===== src/rtl/weight_block_loader_if.sv =====
// Handshake and data bundle between the SRAM read path, the weight block loader
// and the systolic array weight input. The loader uses the slave modport.
interface weight_block_loader_if #(
    parameter int ELEM_W = 8,
    parameter int ARR_N  = 4,
    parameter int SRAM_W = 64
);
    localparam int ROW_W  = ARR_N * ELEM_W;
    localparam int SLICES = SRAM_W / ROW_W;
    localparam int SEL_W  = (SLICES > 1) ? $clog2(SLICES) : 1;
    localparam int BLK_W  = ARR_N * ROW_W;

    logic              START;
    logic [3:0]        ORDER;
    logic [SEL_W-1:0]  SLICE_SEL;
    logic [SRAM_W-1:0] SRAM_DATA;
    logic              SRAM_VALID;
    logic              LOAD_BUSY;
    logic              BLK_VALID;
    logic              BLK_READY;
    logic [BLK_W-1:0]  BLOCK_W;
    logic [3:0]        BLOCK_ORDER;
    logic              ERR_START;

    modport master (
        output START, ORDER, SLICE_SEL, SRAM_DATA, SRAM_VALID, BLK_READY,
        input  LOAD_BUSY, BLK_VALID, BLOCK_W, BLOCK_ORDER, ERR_START
    );

    modport slave (
        input  START, ORDER, SLICE_SEL, SRAM_DATA, SRAM_VALID, BLK_READY,
        output LOAD_BUSY, BLK_VALID, BLOCK_W, BLOCK_ORDER, ERR_START
    );
endinterface


===== src/rtl/weight_block_loader.sv =====
// Gathers ARR_N rows of a weight block into a shadow register and hands complete blocks
// to the systolic array through a double-buffered valid/ready slot.
// Optional macro WDL_TRANSPOSE_EN stores each block transposed (column-major feed).
module weight_block_loader #(
    parameter int ELEM_W = 8,
    parameter int ARR_N  = 4,
    parameter int SRAM_W = 64
) (
    input logic                  CLK,
    input logic                  RST,
    weight_block_loader_if.slave bus
);
    localparam int ROW_W  = ARR_N * ELEM_W;
    localparam int SLICES = SRAM_W / ROW_W;
    localparam int SEL_W  = (SLICES > 1) ? $clog2(SLICES) : 1;
    localparam int BLK_W  = ARR_N * ROW_W;
    localparam int CNT_W  = (ARR_N > 1) ? $clog2(ARR_N) : 1;

    typedef enum logic [1:0] {
        ST_IDLE = 2'd0,
        ST_LOAD = 2'd1,
        ST_PEND = 2'd2
    } state_t;

    state_t             state_q,       state_d;
    logic [CNT_W-1:0]   cnt_q,         cnt_d;
    logic [BLK_W-1:0]   shadow_q,      shadow_d;
    logic [3:0]         order_lat_q,   order_lat_d;
    logic [SEL_W-1:0]   sel_lat_q,     sel_lat_d;
    logic [BLK_W-1:0]   block_w_q,     block_w_d;
    logic [3:0]         block_order_q, block_order_d;
    logic               blk_valid_q,   blk_valid_d;
    logic               load_busy_q,   load_busy_d;
    logic               err_start_q,   err_start_d;

    logic [31:0]        slice_idx_s;
    logic [ROW_W-1:0]   row_s;
    logic               transfer_s;

    // Next-state, datapath and output-register computation.
    always_comb begin
        state_d       = state_q;
        cnt_d         = cnt_q;
        shadow_d      = shadow_q;
        order_lat_d   = order_lat_q;
        sel_lat_d     = sel_lat_q;
        block_w_d     = block_w_q;
        block_order_d = block_order_q;
        blk_valid_d   = blk_valid_q;
        err_start_d   = err_start_q;

        // Out-of-range selectors fall back to the upper slice.
        slice_idx_s = (32'(sel_lat_q) >= 32'(SLICES)) ? 32'd0 : 32'(sel_lat_q);
        row_s       = ROW_W'(bus.SRAM_DATA >> ((32'(SLICES) - 32'd1 - slice_idx_s) * 32'(ROW_W)));
        transfer_s  = (state_q == ST_PEND) && (!blk_valid_q || bus.BLK_READY);

        if (blk_valid_q && bus.BLK_READY) begin
            blk_valid_d = 1'b0;
        end else begin
            blk_valid_d = blk_valid_q;
        end

        case (state_q)
            ST_IDLE: begin
                if (bus.START) begin
                    order_lat_d = bus.ORDER;
                    sel_lat_d   = bus.SLICE_SEL;
                    cnt_d       = {CNT_W{1'b0}};
                    state_d     = ST_LOAD;
                end else begin
                    state_d = ST_IDLE;
                end
            end
            ST_LOAD: begin
                if (bus.START) begin
                    // Restart drops any beat arriving in the same cycle.
                    order_lat_d = bus.ORDER;
                    sel_lat_d   = bus.SLICE_SEL;
                    cnt_d       = {CNT_W{1'b0}};
                    err_start_d = 1'b1;
                end else if (bus.SRAM_VALID) begin
`ifdef WDL_TRANSPOSE_EN
                    for (int c = 0; c < ARR_N; c++) begin
                        shadow_d[BLK_W-1-c*ROW_W-int'(cnt_q)*ELEM_W -: ELEM_W] =
                            row_s[ROW_W-1-c*ELEM_W -: ELEM_W];
                    end
`else
                    shadow_d[BLK_W-1-int'(cnt_q)*ROW_W -: ROW_W] = row_s;
`endif
                    if (cnt_q == CNT_W'(ARR_N - 1)) begin
                        cnt_d   = {CNT_W{1'b0}};
                        state_d = ST_PEND;
                    end else begin
                        cnt_d = cnt_q + {{(CNT_W-1){1'b0}}, 1'b1};
                    end
                end else begin
                    state_d = ST_LOAD;
                end
            end
            ST_PEND: begin
                if (bus.START) begin
                    err_start_d = 1'b1;
                end else begin
                    err_start_d = err_start_q;
                end
                if (transfer_s) begin
                    block_w_d     = shadow_q;
                    block_order_d = order_lat_q;
                    blk_valid_d   = 1'b1;
                    state_d       = ST_IDLE;
                end else begin
                    state_d = ST_PEND;
                end
            end
            default: begin
                state_d = ST_IDLE;
                cnt_d   = {CNT_W{1'b0}};
            end
        endcase

        load_busy_d = (state_d != ST_IDLE);
    end

    // State and output registers with synchronous reset.
    always_ff @(posedge CLK) begin
        if (RST) begin
            state_q       <= ST_IDLE;
            cnt_q         <= {CNT_W{1'b0}};
            shadow_q      <= {BLK_W{1'b0}};
            order_lat_q   <= 4'd0;
            sel_lat_q     <= {SEL_W{1'b0}};
            block_w_q     <= {BLK_W{1'b0}};
            block_order_q <= 4'd0;
            blk_valid_q   <= 1'b0;
            load_busy_q   <= 1'b0;
            err_start_q   <= 1'b0;
        end else begin
            state_q       <= state_d;
            cnt_q         <= cnt_d;
            shadow_q      <= shadow_d;
            order_lat_q   <= order_lat_d;
            sel_lat_q     <= sel_lat_d;
            block_w_q     <= block_w_d;
            block_order_q <= block_order_d;
            blk_valid_q   <= blk_valid_d;
            load_busy_q   <= load_busy_d;
            err_start_q   <= err_start_d;
        end
    end

    assign bus.LOAD_BUSY   = load_busy_q;
    assign bus.BLK_VALID   = blk_valid_q;
    assign bus.BLOCK_W     = block_w_q;
    assign bus.BLOCK_ORDER = block_order_q;
    assign bus.ERR_START   = err_start_q;
endmodule

===== src/flat_wrapper.sv =====
// flat-port wrapper written by rule: the top's interface ports become plain ports
module weight_block_loader_flat 
#(
    parameter int ELEM_W = 8,
    parameter int ARR_N  = 4,
    parameter int SRAM_W = 64
)
  (CLK, RST, bus_START, bus_ORDER, bus_SLICE_SEL, bus_SRAM_DATA, bus_SRAM_VALID, bus_BLK_READY, bus_LOAD_BUSY, bus_BLK_VALID, bus_BLOCK_W, bus_BLOCK_ORDER, bus_ERR_START);
  weight_block_loader_if #(.ELEM_W(ELEM_W), .ARR_N(ARR_N), .SRAM_W(SRAM_W)) bus_i ();
  input logic CLK;
  input logic RST;
  input wire logic [$bits(bus_i.START)-1:0] bus_START;
  input wire logic [$bits(bus_i.ORDER)-1:0] bus_ORDER;
  input wire logic [$bits(bus_i.SLICE_SEL)-1:0] bus_SLICE_SEL;
  input wire logic [$bits(bus_i.SRAM_DATA)-1:0] bus_SRAM_DATA;
  input wire logic [$bits(bus_i.SRAM_VALID)-1:0] bus_SRAM_VALID;
  input wire logic [$bits(bus_i.BLK_READY)-1:0] bus_BLK_READY;
  output wire logic [$bits(bus_i.LOAD_BUSY)-1:0] bus_LOAD_BUSY;
  output wire logic [$bits(bus_i.BLK_VALID)-1:0] bus_BLK_VALID;
  output wire logic [$bits(bus_i.BLOCK_W)-1:0] bus_BLOCK_W;
  output wire logic [$bits(bus_i.BLOCK_ORDER)-1:0] bus_BLOCK_ORDER;
  output wire logic [$bits(bus_i.ERR_START)-1:0] bus_ERR_START;
  assign bus_i.START = bus_START;
  assign bus_i.ORDER = bus_ORDER;
  assign bus_i.SLICE_SEL = bus_SLICE_SEL;
  assign bus_i.SRAM_DATA = bus_SRAM_DATA;
  assign bus_i.SRAM_VALID = bus_SRAM_VALID;
  assign bus_i.BLK_READY = bus_BLK_READY;
  assign bus_LOAD_BUSY = bus_i.LOAD_BUSY;
  assign bus_BLK_VALID = bus_i.BLK_VALID;
  assign bus_BLOCK_W = bus_i.BLOCK_W;
  assign bus_BLOCK_ORDER = bus_i.BLOCK_ORDER;
  assign bus_ERR_START = bus_i.ERR_START;
  weight_block_loader #(.ELEM_W(ELEM_W), .ARR_N(ARR_N), .SRAM_W(SRAM_W)) u_core (.CLK(CLK), .RST(RST), .bus(bus_i));
endmodule

===== config.mk =====
export PLATFORM = sky130hd
export DESIGN_NAME = weight_block_loader_flat
export DESIGN_NICKNAME = d
export VERILOG_FILES = /design/src/rtl/weight_block_loader_if.sv /design/src/rtl/weight_block_loader.sv /design/src/flat_wrapper.sv
export SDC_FILE = /design/constraint.sdc
export NUM_CORES = 1
export LEC_CHECK = 0
export ABC_AREA = 0
export CAP_MARGIN = 25
export CORE_MARGIN = 2
export CORE_UTILIZATION = 25
export CTS_CLUSTER_DIAMETER = 80
export DETAILED_ROUTE_END_ITERATION = 10
export GPL_ROUTABILITY_DRIVEN = 0
export GPL_TIMING_DRIVEN = 0
export PLACE_DENSITY = 0.45
export REMOVE_ABC_BUFFERS = 1
export SYNTH_ARGS = -nofsm -noshare
export SYNTH_HDL_FRONTEND = slang
export SYNTH_SLANG_ARGS = --single-unit
export TNS_END_PERCENT = 30

===== constraint.sdc =====
create_clock -name CLK -period 3.2 [get_ports CLK]
set_input_delay 0.96 -clock CLK [delete_from_list [all_inputs] [get_ports CLK]]
set_output_delay 0.96 -clock CLK [all_outputs]
set_load 0.1 [all_outputs]

[After elaboration in Yosys (flattened, before gate mapping)]
Index checks and enable logic that the tools add are counted.
Widths: inputs -> output; s select.
Cells by class
  add/sub/neg operators: 4
  equality and inequality tests: 5
  shift operators: 3
  muxes and demuxes: 15
  bitwise logic cells: 2
  reduce and logical (&&, ||, !) cells: 13
Operators with widths (count)
  $shift 32x33->159 const A: 1
  $shiftx 32x33->159: 1
  $bwmux 128: 1
  $shr 64x32->32: 1
  $neg 32->33: 1
  $mux 2: 8
  $pmux 2 s3: 2
  $sub 7x7->8 const A: 1
  $reduce_and 2->1: 3
  $reduce_and 3->1: 2
  $eq 2x2->1 const B: 2
  $mux 1: 4
  $reduce_or 2->1: 2
  $ne 3x3->1 const B: 1
  $add 2x1->2 const B: 1
  $eq 2x1->1 const B: 1
  $logic_and 1x1->1: 2
  $logic_not 2->1: 1
  $ne 2x2->1 const B: 1
  $not 1->1: 2
  $reduce_bool 2->1: 1
  $sub 1x1->2 const A: 1
  $logic_not 1->1: 1
  $logic_or 1x1->1: 1
Storage, ports and cells
  register bits after elaboration: 272
  output and inout bits: 135
  word-level logic and storage cells: 52

[Logic depth before layout (Yosys ltp)]
Gate-level depths: netlist (run 1).
  depth in word-level cells: 6
  depth in mapped cells: 9

[Worst setup path before layout (run 1)]
Ideal clock, no wire load.
  path type: reg2reg
  from: register u_core.blk_valid_q, in the netlist u_core.bus.BLK_VALID
  to: register u_core.block_order_q[0], in the netlist u_core.bus.BLOCK_ORDER[0]
  data arrival time: 1.886 ns
  data required time: 3.065 ns
  slack: 1.179 ns
  cell stages (with the launch flop): 8
  buffers on the path: 3
  clock period less this slack: 2.021 ns
  cell sequence: dfxtp_1 nand2b_1 and2_1 buf_2 buf_2 buf_2 nand2_1 a21oi_1
Between the ends
  longest elaborated chain between the ends: 4
Ends and longest elaborated chain
  start, declared: RTL line weight_block_loader.sv:32  | logic blk_valid_q, blk_valid_d;
  start signal, assigned: RTL line weight_block_loader.sv:145  | blk_valid_q <= blk_valid_d;
  $logic_not 1->1: RTL line weight_block_loader.sv:55  | transfer_s = (state_q == ST_PEND) && (!blk_valid_q || bus.BLK_READY);
  $logic_or 1x1->1: RTL line weight_block_loader.sv:55
  $logic_and 1x1->1: RTL line weight_block_loader.sv:55
  $reduce_and 2->1 (no source line)
  end signal, assigned: RTL line weight_block_loader.sv:144  | block_order_q <= block_order_d;
  end, declared: RTL line weight_block_loader.sv:31  | logic [3:0] block_order_q, block_order_d;
Every way passes these cells.
A chain may end at the register's enable or synchronous reset.

[Final worst setup path (run 1)]
  from: register u_core.block_w_q[53], in the netlist u_core.bus.BLOCK_W[53]
  to: output bus_BLOCK_W[53]
RTL lines
  start, declared: RTL line weight_block_loader.sv:30  | logic [BLK_W-1:0] block_w_q, block_w_d;
  start signal, assigned: RTL line weight_block_loader.sv:132  | block_w_q <= {BLK_W{1'b0}};
  start signal, assigned: RTL line weight_block_loader.sv:143  | block_w_q <= block_w_d;
  end, declared: RTL line flat_wrapper.sv:20  | output wire logic [$bits(bus_i.BLOCK_W)-1:0] bus_BLOCK_W;
No word-level cell between the ends.

==> results of run 1 <==
worst max path at each step:
stage          cells past startpoint                                endpoint                           startpoint  slack (ns)
2_1_floorplan                      4  u_core.bus.BLOCK_ORDER[0]$_SDFFE_PP0P_                        bus_BLK_READY       -0.50
3_3_place_gp                       4       u_core.shadow_q[103]$_SDFFE_PP0P_                                  RST      -16.32
3_5_place_dp                       6        u_core.shadow_q[67]$_SDFFE_PP0P_                            bus_START        0.09
4_1_cts                            1                         bus_BLOCK_W[53]  u_core.bus.BLOCK_W[53]$_SDFFE_PP0P_        0.08
5_1_grt                            1                         bus_BLOCK_W[53]  u_core.bus.BLOCK_W[53]$_SDFFE_PP0P_        0.08
6_report                           1                         bus_BLOCK_W[53]  u_core.bus.BLOCK_W[53]$_SDFFE_PP0P_        0.14
per-stage QoR:
stage	total power, mW	setup WS (ns)	hold slack [ns]
4_1_cts	7.354	0.08206	0.4524
2_1_floorplan	3.630	-0.5000	0.4255
6_report	7.217	0.1437	0.4472
5_1_grt	7.508	0.07779	0.4630
3_5_place_dp	3.847	0.08790	0.4418
3_3_place_gp	3.851	-16.32	0.4385
routing by layer:
| metal | up-vias | part of all wire (%) | track usage, % |
|---|---|---|---|
| met5 | - | 0 | 0 |
| met3 | 39 | 5.1 | 2.596 |
| li1 | 4452 | - | - |
| met1 | 4108 | 46 | 18.14 |
| met2 | 157 | 47 | 23.38 |
| met4 | 0 | 1.7 | 3.618 |
cell type report:
class | instances | area (sq um) | area share, %
flip-flops and latches | 272 | 5446 | 38.13
multi-input cells | 868 | 4715 | 33.01
repair buffers | 224 | 2440 | 17.08
clock buffers | 50 | 907.1 | 6.351
well taps | 546 | 683.2 | 4.783
clock inverters | 3 | 65.06 | 0.4555
inverters | 7 | 26.28 | 0.1840
power groups by stage:
stage	clock network, mW	registers (mW)	logic (mW)
after floorplan	0	3.50	0.127
after global placement	0	3.50	0.351
after detailed placement	0	3.49	0.352
after CTS	3.58	3.42	0.353
after global routing	3.71	3.42	0.375
final	3.45	3.42	0.345
flip-flops by register name, summed over array words and instances (netlist names):
name and cells:
u_core.state_q 2, u_core.sel_lat_q 1, u_core.bus.LOAD_BUSY 1, u_core.bus.BLOCK_W 128, u_core.order_lat_q 4, u_core.cnt_q 2, u_core.bus.BLOCK_ORDER 4, u_core.bus.ERR_START 1
u_core.bus.BLK_VALID 1, u_core.shadow_q 128
cell usage in the layout (no fill, tap or decap), types with 2 or more instances in the layout:
| cell type | instances |
|---|---|
| and2_2 | 2 |
| nor2_4 | 2 |
| buf_6 | 4 |
| nand2_1 | 297 |
| clkbuf_8 | 6 |
| bufinv_16 | 2 |
| mux2i_1 | 5 |
| buf_16 | 9 |
| o22ai_1 | 2 |
| nand3_1 | 99 |
| and2_4 | 3 |
| clkbuf_1 | 13 |
| clkdlybuf4s50_1 | 207 |
| mux2_2 | 32 |
| o21ai_1 | 97 |
| nand2b_1 | 98 |
| nand3_2 | 30 |
| a21oi_2 | 30 |
| inv_1 | 5 |
| nor2_1 | 10 |
| clkbuf_16 | 31 |
| buf_12 | 3 |
| a21oi_1 | 138 |
| dfxtp_1 | 271 |
| and2_1 | 2 |
| inv_2 | 2 |
| ha_1 | 9 |
logic make-up after synthesis:
family	share of synthesized area (%)
AO/OA/AOI/OAI	13.88
flip-flops	50.52
multiplexers	3.807
AND/OR/NAND/NOR	24.57
buffers and inverters	6.175
adder cells (fa/ha/maj)	1.045
Yosys cell counts (all sizes together), types with 2 or more instances:
master / number
nand2: 299
inv: 7
o22ai: 2
buf: 71
mux2i: 5
and2: 7
mux2: 32
a21oi: 168
nand2b: 98
ha: 9
nor3: 3
o21ai: 98
nand3: 129
clkbuf: 33
dfxtp: 272
nor2: 12
==> impl_metrics.csv, run 1 <==
group,metric,value,unit
yosys,yosysUniqueCellTypes,31,
clock_tree,cts_made_buffers,31,
floorplan,die_area,0.04479,sq mm
clock_tree,max-clock-path-buffers,3,
placed_design,post_dp_cell_area,0.01331,sq mm
drt,average_routed_wire_per_standard_cell,15.89,microns
timing,clock_skew,0.008453,ns
yosys,synth-seq-cells,272,
pwr,combPwrFrac,4.8,%
drt,drt-pass1-iter-count,6,
timing,setup_viol,0,
run_status,status,"complete, no violations",
global_routing,antenna_violations_before_repair,0,
floorplan,io_pins,209,
timing,relSlewSlack,29.34,%
worst_setup_path,cpPeakStageDelay,1.19,ns
drt,drt_wl_total,31300,microns
clock_tree,post_cts_hold_buffer_count,0,
drt,remaining_drc_errors,0,
worst_setup_path,setup.worst_path.end_class,"output pin",
pwr,cellLeakagePower,4.547,nW
worst_setup_path,cp.arrival,2.10,ns
worst_setup_path,cp_data_required_time,2.24,ns
timing,totalNegativeSetupSlack,0,ns
pwr,power.internal,5.640,mW
final_layout,stdcell_area,0.01428,sq mm
global_routing,largest_net_degree_at_the_start_of_global_routing,139,
floorplan,start_util,25.19,%
worst_setup_path,worstSetupStartpointType,"register",
yosys,synthArstFlopShare,0,%
worst_setup_path,timing.critical_path.max_delay_family,"buffers and inverters",
timing,achievable-frequency,327.2,MHz
final_layout,finalNonFillerCells,1970,
worst_setup_path,slack_of_the_worst_reg_to_reg_path,0.91,ns
drt,detail-route-antenna-nets,0,
yosys,synth-edff-count,0,
placed_design,place.detailed.instances,1917,
worst_setup_path,worstSetupPathType,"reg -> out",
worst_setup_path,depth_of_the_worst_register_to_register_path,7,
hold_path,number_of_cells_on_the_worst_hold_path,2,
floorplan,die_h,211.6,microns
pwr,switching_power,1.577,mW
placed_design,detailed_placer_s_ending_hpwl,19540,microns
placed_design,io_buffers,208,
drt,first_iter_violations,358,
clock_tree,cts.root.buffer_cell,"clkbuf_16",
global_routing,grt_overflow_total,0,
floorplan,die-width,211.6,microns
pwr,power_density,505.3,mW/mm^2
worst_setup_path,cp_bufs_invs,1,
yosys,synth_sequential_area_ratio,50.52,%
pwr,max-vdd-ir-drop,0.3475,mV
final_layout,syn2layout_area_growth,32.50,%
worst_setup_path,r2r_end,"u_core.shadow_q[75]$_SDFFE_PP0P_",
yosys,synthesis.area_per_instance,8.616,sq um
final_layout,layout.filler_cells,4525,
yosys,netlist_instances,1251,
floorplan,fp.coreArea,0.04279,sq mm
timing,pins_over_their_slew_limit,0,
worst_setup_path,critical-path-slowest-cell,"clkdlybuf4s50_1",
yosys,synth_top_flop_cell,"dfxtp_1",
floorplan,floorplan.rows,76,
clock_tree,cts_resized,0,
timing,final_hold_viol_count,0,
clock_tree,cts_sinks,272,
yosys,synth_top_area_cell,"dfxtp_1",
yosys,synth_warnings,0,
clock_tree,postCtsSetupRepairBufs,0,
clock_tree,cts_max_level,1,
drt,detailroute.via_count,8756,
timing,max_slew.worst_pin.slew,1.057,ns
final_layout,finish.net_count,1487,
hold_path,min-delay-path-class,"reg -> reg",
global_routing,grt.total_usage,13.85,%
final_layout,diodes,0,
worst_setup_path,path_cells,"clkdlybuf4s50_1",
final_layout,finalCoreUtilization,33.38,%
clock_tree,worst_setup_hold_path_clk_slew,0.06,ns
timing,final.min_clock_period,3.056,ns
pwr,power.clock.fraction,47.8,%
run,drv_cap,0,
global_routing,first_global_vias,8414,
timing,grt_setup_unrepaired,"false",
clock_tree,tritoncts_clock_tree,"built",
yosys,post_synth_instance_area,0.01078,sq mm
worst_setup_path,critical_path.reg2reg.startpoint,"u_core.state_q[1]$_SDFF_PP0_",
final_layout,post_route_cells_drive_above_1_share,11.45,%
pwr,switching_share,21.85,%
drt,avgViaCountPerCell,4.445,
global_routing,grt_first_pass_wirelength,48960,microns
timing,post-route-period-util,95.51,%
worst_setup_path,timing.critical_path.fanout_max,2,
hold_path,whs_endpoint,"u_core.bus.BLOCK_ORDER[2]$_SDFFE_PP0P_",
hold_path,hold_start,"u_core.order_lat_q[2]$_SDFFE_PP0P_",
yosys,synthTopCellsByArea,"dfxtp_1, nand2_1, a21oi_1",
yosys,yosys.area.top_type_share,50.52,%
pwr,power.share.sequential,47.4,%
clock_tree,worst_skew_pair.late_latency,0.56,ns
Power figures use the tool's default switching activity.
==> inputs of run 2 (changes only) <==
- CORE_ASPECT_RATIO: default -> 1.25
==> impl_metrics.csv, run 2 (same netlist as run 1, synthesis figures left out) <==
group,metric,value,unit
run_status,status,"complete, no violations",
worst_setup_path,critical-path-slowest-cell,"clkdlybuf4s50_1",
worst_setup_path,setup.worst_path.end_class,"output pin",
clock_tree,tritoncts_clock_tree,"built",
floorplan,start_util,25.15,%
worst_setup_path,timing.critical_path.max_delay_family,"buffers and inverters",
drt,first_iter_violations,418,
global_routing,first_global_vias,8514,
worst_setup_path,path_cells,"clkdlybuf4s50_1",
pwr,cellLeakagePower,4.537,nW
final_layout,finalNonFillerCells,1988,
worst_setup_path,critical_path.reg2reg.startpoint,"u_core.state_q[1]$_SDFF_PP0_",
placed_design,post_dp_cell_area,0.01331,sq mm
hold_path,min-delay-path-class,"reg -> reg",
clock_tree,cts_resized,0,
worst_setup_path,worstSetupStartpointType,"register",
worst_setup_path,cp_data_required_time,2.24,ns
timing,relSlewSlack,27.86,%
timing,hold_slack,0.4392,ns
floorplan,die_area,0.04480,sq mm
worst_setup_path,cp_bufs_invs,1,
drt,average_routed_wire_per_standard_cell,16.28,microns
global_routing,grt_overflow_total,0,
clock_tree,worst_skew_pair.late_latency,0.56,ns
placed_design,place.detailed.instances,1934,
clock_tree,postCtsSetupRepairBufs,0,
drt,drt_wl_total,32370,microns
placed_design,detailed_placer_s_ending_hpwl,19340,microns
global_routing,antenna_violations_before_repair,0,
final_layout,finalCoreUtilization,33.34,%
global_routing,largest_net_degree_at_the_start_of_global_routing,147,
timing,max_slew.worst_pin.slew,1.079,ns
clock_tree,cts_made_buffers,30,
global_routing,grt.total_usage,14.30,%
timing,final.min_clock_period,3.061,ns
hold_path,number_of_cells_on_the_worst_hold_path,2,
timing,grt_setup_unrepaired,"false",
drt,detail-route-antenna-nets,0,
timing,post-route-period-util,95.64,%
clock_tree,cts_max_level,1,
timing,totalNegativeSetupSlack,0,ns
clock_tree,cts.root.buffer_cell,"clkbuf_16",
worst_setup_path,timing.critical_path.fanout_max,2,
final_layout,syn2layout_area_growth,32.58,%
drt,avgViaCountPerCell,4.441,
pwr,max-vdd-ir-drop,0.3904,mV
floorplan,floorplan.rows,85,
pwr,power_density,505.8,mW/mm^2
clock_tree,max-clock-path-buffers,3,
floorplan,io_pins,209,
worst_setup_path,worstSetupPathType,"reg -> out",
worst_setup_path,slack_of_the_worst_reg_to_reg_path,0.83,ns
worst_setup_path,endpoint,"bus_BLOCK_W[29]",
timing,final_hold_viol_count,0,
drt,remaining_drc_errors,0,
worst_setup_path,worst-path-stages,1,
final_layout,most_used_cells_in_the_layout_excluding_fill_and_tap_cells,"nand2_1, dfxtp_1, clkdlybuf4s50_1, a21oi_1, nand3_1",
floorplan,fp.coreArea,0.04286,sq mm
final_layout,post_route_cells_drive_above_1_share,11.74,%
clock_tree,worst_setup_hold_path_clk_slew,0.06,ns
floorplan,die_h,236.2,microns
run,drv_cap,0,
clock_tree,cts_sinks,272,
worst_setup_path,cp.arrival,2.10,ns
timing,setup_viol,0,
global_routing,grt_first_pass_wirelength,50360,microns
timing,clock_skew,0.01012,ns
placed_design,io_buffers,208,
final_layout,stdcell_area,0.01429,sq mm
final_layout,layout.cells.most_common,"nand2_1",
drt,drt-pass1-iter-count,5,
floorplan,die-width,189.7,microns
clock_tree,post_cts_hold_buffer_count,0,
worst_setup_path,r2r_end,"u_core.shadow_q[28]$_SDFFE_PP0P_",
worst_setup_path,cpPeakStageDelay,1.21,ns
final_layout,finish.net_count,1484,
worst_setup_path,depth_of_the_worst_register_to_register_path,7,
timing,pins_over_their_slew_limit,0,
drt,detailroute.via_count,8829,
final_layout,diodes,0,
timing,achievable-frequency,326.7,MHz
worst_setup_path,startpoint_of_the_most_critical_setup_path,"u_core.bus.BLOCK_W[29]$_SDFFE_PP0P_",
[run 2: cell types whose count changed in the layout (fill, tap and decap cells not counted)]
cell / previous run / this run
clkbuf_8: 6 / 8
buf_12: 3 / 2
bufinv_16: 2 / 1
clkinv_2: 1 / 3
and2_2: 2 / 1
buf_6: 4 / 2
buf_8: 1 / 2
clkinvlp_4: 0 / 3
clkbuf_1: 13 / 8
and2_4: 3 / 4
[run 2: where the power goes]
part	leakage, nW	switching, mW	internal [mW]
Clock	0.475	1.43	2.03
Combinational	1.87	0.181	0.165
Sequential	2.19	0.0153	3.40
Total	4.54	1.63	5.60
[run 2: per-stage QoR]
step	setup WS [ns]	power [mW]
6_report	0.1395	7.229
5_1_grt	0.04068	7.516
4_1_cts	0.07884	7.376
3_5_place_dp	-0.03820	3.848
3_3_place_gp	-16.97	3.854
2_1_floorplan	-0.5000	3.630
[run 2: cell type report]
class                      count  area (sq um)
inverter                       7         26.28
clock buffer                  47         915.9
multi-input combinational    868          4716
sequential                   272          5446
fill                        4556         28570
clock inverter                 7         67.56
tap                          565         706.9
timing repair buffer         222          2412
[run 2: layer usage]
layer	wire length (microns)	track usage [%]	up-vias	share of wire [%]
li1	-	-	4447	-
met1	14760	18.47	4178	46
met2	15460	24.59	168	48
met3	1603	2.782	36	5.0
met4	551	3.195	0	1.7
met5	0	0	-	0
[run 2: worst min-delay path: cells and delay by family, from the launching register on]
family	cells	cell delay (ns)
AOI/OAI and AO/OA	1	0.05
DFF	1	0.31
and+or+nand+nor	1	0.05
[run 2: worst min path at each step]
stage / startpoint / to / slack, ns
2_1_floorplan: u_core.order_lat_q[0]$_SDFFE_PP0P_ / u_core.bus.BLOCK_ORDER[0]$_SDFFE_PP0P_ / 0.43
4_1_cts: u_core.shadow_q[75]$_SDFFE_PP0P_ / u_core.bus.BLOCK_W[75]$_SDFFE_PP0P_ / 0.44
3_5_place_dp: u_core.shadow_q[27]$_SDFFE_PP0P_ / u_core.bus.BLOCK_W[27]$_SDFFE_PP0P_ / 0.44
6_report: u_core.shadow_q[75]$_SDFFE_PP0P_ / u_core.bus.BLOCK_W[75]$_SDFFE_PP0P_ / 0.44
3_3_place_gp: u_core.shadow_q[10]$_SDFFE_PP0P_ / u_core.bus.BLOCK_W[10]$_SDFFE_PP0P_ / 0.44
5_1_grt: u_core.shadow_q[27]$_SDFFE_PP0P_ / u_core.bus.BLOCK_W[27]$_SDFFE_PP0P_ / 0.46
==> inputs of run 3 (changes only) <==
--- a/config.mk
+++ b/config.mk
@@ -7,3 +7,3 @@
 export LEC_CHECK = 0
-export ABC_AREA = 0
+export ABC_AREA = 1
 export CAP_MARGIN = 25
@@ -16,3 +16,4 @@
 export GPL_TIMING_DRIVEN = 0
-export PLACE_DENSITY = 0.45
+export PLACE_DENSITY = 0.46
+export RECOVER_POWER = 100
 export REMOVE_ABC_BUFFERS = 1
==> constraint.sdc (replaced) <==
create_clock -name CLK -period 3.2 [get_ports CLK]
set_input_delay 0.48 -clock CLK [delete_from_list [all_inputs] [get_ports CLK]]
set_output_delay 0.48 -clock CLK [all_outputs]
set_load 0.1 [all_outputs]
==> impl_metrics.csv, run 3 <==
group,metric,value,unit
clock_tree,cts_made_buffers,30,
placed_design,dpl_worst_slack,-0.4186,ns
worst_setup_path,critical-path-top-cell-by-count,"buf_16",
yosys,yosys.area_share.adder,1.056,%
placed_design,detailed_placer_s_ending_hpwl,22750,microns
drt,drt_wl_total,35790,microns
worst_setup_path,timing.critical_path.max_delay_family,"simple AND/OR/NAND/NOR gates",
final_layout,finalNonFillerCells,2254,
yosys,synth.most_common_cell,"nand2_1",
global_routing,grt_first_pass_wirelength,53920,microns
yosys,synthTopCellsByArea,"dfxtp_1, nand2_1, nor2_1",
run,drv_cap,1,
worst_setup_path,cp.arrival,3.39,ns
drt,avgViaCountPerCell,4.294,
placed_design,io_buffers,208,
worst_setup_path,setup.worst_path.end_class,"register",
floorplan,io_pins,209,
final_layout,syn2layout_area_growth,35.12,%
global_routing,largest_net_degree_at_the_start_of_global_routing,115,
yosys,yosysUniqueCellTypes,17,
worst_setup_path,worstSetupPathType,"reg -> reg",
timing,post-route-period-util,90.71,%
worst_setup_path,worstSetupStartpointType,"register",
floorplan,floorplan.rows,84,
drt,detail-route-antenna-nets,0,
global_routing,first_global_vias,9051,
yosys,yosys.area.top_type_share,51.05,%
yosys,synth_sequential_area_ratio,51.05,%
hold_path,min-delay-path-class,"in -> reg",
yosys,synth_warnings,0,
timing,max_slew.worst_pin.slew,1.963,ns
clock_tree,worst_setup_hold_path_clk_slew,0.06,ns
drt,remaining_drc_errors,0,
pwr,power_density,530.6,mW/mm^2
yosys,synthArstFlopShare,0,%
run_status,violated_checks,"capacitance limit, slew limit",
worst_setup_path,cp_bufs_invs,3,
timing,relSlewSlack,-30.98,%
clock_tree,post_cts_hold_buffer_count,0,
pwr,power,7.647,mW
timing,clock_skew,0.008048,ns
clock_tree,max-clock-path-buffers,3,
yosys,synth_top_area_cell,"dfxtp_1",
yosys,synth-edff-count,0,
clock_tree,cts.root.buffer_cell,"clkbuf_16",
final_layout,layout.cells.most_common,"nand2_1",
clock_tree,cts_max_level,1,
timing,final.min_clock_period,2.903,ns
floorplan,start_util,25.37,%
global_routing,grt_overflow_total,0,
floorplan,die_area,0.04434,sq mm
yosys,synthesis.area_per_instance,7.017,sq um
drt,detailroute.via_count,9679,
timing,totalNegativeSetupSlack,0,ns
worst_setup_path,timing.critical_path.fanout_max,36,
timing,grt_setup_unrepaired,"true",
clock_tree,cts_sinks,272,
final_layout,most_used_cells_in_the_layout_excluding_fill_and_tap_cells,"nand2_1, nor2_1, dfxtp_1, a21oi_1, o21ai_0",
yosys,main_combinational_cell_family_by_area_after_synthesis,"simple AND/OR/NAND/NOR gates",
drt,drt-pass1-iter-count,5,
worst_setup_path,path_cells,"clkinv_2 -> buf_16 -> ha_1 -> nand4_2 -> nor2_4 -> buf_16 -> nand2_1 -> a21oi_1",
yosys,post_synth_most_frequent_cells,"nand2_1, nor2_1, dfxtp_1, a21oi_1, inv_1",
yosys,yosys.area_share.xor_xnor,0,%
timing,final.setup.worst_slack,0.2973,ns
final_layout,finalCoreUtilization,34.28,%
worst_setup_path,critical-path-slowest-cell,"nor2_4",
yosys,post_synth_instance_area,0.01067,sq mm
final_layout,post_route_cells_drive_above_1_share,4.959,%
clock_tree,worst_skew_pair.late_latency,0.56,ns
worst_setup_path,cpPeakStageDelay,0.67,ns
pwr,max-vdd-ir-drop,0.4360,mV
yosys,compound_cell_area_share_of_the_yosys_netlist,14.29,%
global_routing,antenna_violations_before_repair,1,
run_status,status,"complete, but fails checks",
timing,pins_over_their_slew_limit,65,
drt,average_routed_wire_per_standard_cell,15.88,microns
timing,achievable-frequency,344.5,MHz
pwr,cellLeakagePower,6.111,nW
timing,setup_viol,0,
yosys,synthSimpleGateAreaFrac,24.67,%
yosys,muxShareOfSynthArea,0,%
yosys,synth_top_flop_cell,"dfxtp_1",
yosys,netlist_instances,1520,
clock_tree,tritoncts_clock_tree,"built",
global_routing,grt.total_usage,15.53,%
placed_design,place.detailed.instances,2196,
final_layout,finish.net_count,1754,
timing,final_hold_viol_count,0,
drt,first_iter_violations,586,
floorplan,die_h,234.9,microns
yosys,synth-seq-cells,272,
floorplan,die-width,188.8,microns
worst_setup_path,cp_data_required_time,3.68,ns
floorplan,fp.coreArea,0.04204,sq mm
==> run 3: cell count changes after synthesis, moves of 27 or more <==
| cell | delta |
|---|---|
| nor2_1 | +267 |
| o21ai_0 | +137 |
| inv_1 | +134 |
| nand2_1 | +100 |
| nand2b_1 | -98 |
| o21ai_1 | -97 |
| nand3_1 | -93 |
| clkbuf_1 | +38 |
| mux2_2 | -32 |
| a21oi_2 | -30 |
| nand3_2 | -30 |
| a21oi_1 | +27 |
==> run 3: layout make-up <==
class | instances | area [sq um]
Multi-Input combinational cell | 1005 | 4327
Clock inverter | 18 | 203.9
Clock buffer | 37 | 838.3
Antenna cell | 1 | 2.502
Fill cell | 4596 | 27630
Inverter | 143 | 543.0
Tap cell | 559 | 699.4
Timing Repair Buffer | 219 | 2347
Sequential cell | 272 | 5451
==> run 3: worst paths after layout <==
path,from,to,slack [ns],cells past startpoint
max,u_core.cnt_q[0]$_SDFFE_PP0P_,u_core.shadow_q[61]$_SDFFE_PP0P_,0.30,8
min,RST,u_core.shadow_q[65]$_SDFFE_PP0P_,0.30,2
max reg2reg,u_core.cnt_q[0]$_SDFFE_PP0P_,u_core.shadow_q[61]$_SDFFE_PP0P_,0.30,8
min reg2reg,u_core.shadow_q[16]$_SDFFE_PP0P_,u_core.bus.BLOCK_W[16]$_SDFFE_PP0P_,0.45,2
==> run 3: logic make-up after synthesis <==
group,count (synthesis)
compound gates,304
fa+ha+maj,9
buf+inv,245
flops,272
simple gates,690
==> run 3: stage by stage <==
| step | instance area, sq um | hold slack, ns |
|---|---|---|
| 4_1_cts | 14410 | 0.2893 |
| 2_1_floorplan | 10250 | 0.4318 |
| 3_5_place_dp | 13350 | 0.4454 |
| 6_report | 14410 | 0.2970 |
| 5_1_grt | 14410 | 0.2983 |
| 3_3_place_gp | 13030 | 0.4373 |
==> run 3: routing by layer <==
layer / GRT usage [%] / vias up / share of wire (%)
met5: 0 / - / 0
met4: 4.853 / 0 / 2.2
met3: 2.166 / 32 / 4.2
met2: 27.30 / 178 / 49
met1: 19.52 / 4468 / 45
li1: - / 5001 / -
==> run 3: worst register-to-register path, cell delays in order (launching register included) <==
cell and delay (ns):
dfxtp_4 0.51, clkinv_2 0.29, buf_16 0.21, ha_1 0.18
nand4_2 0.53, nor2_4 0.67, buf_16 0.23, nand2_1 0.07
a21oi_1 0.13
==> run 3: what timing repair did <==
| action | 4_1_cts | 5_1_grt |
|---|---|---|
| pin swaps | 1 | 2 |
| endpoints found under the setup margin | 128 | 36 |
| buffers inserted | 0 | 0 |
| gates cloned | 1 | 1 |
| resized for setup | 4 | 2 |
==> run 3: where the power goes <==
group / switching, mW / internal, mW
combinational: 0.361 / 0.186
sequential: 0.0337 / 3.41
clock: 1.48 / 2.18
total: 1.88 / 5.77
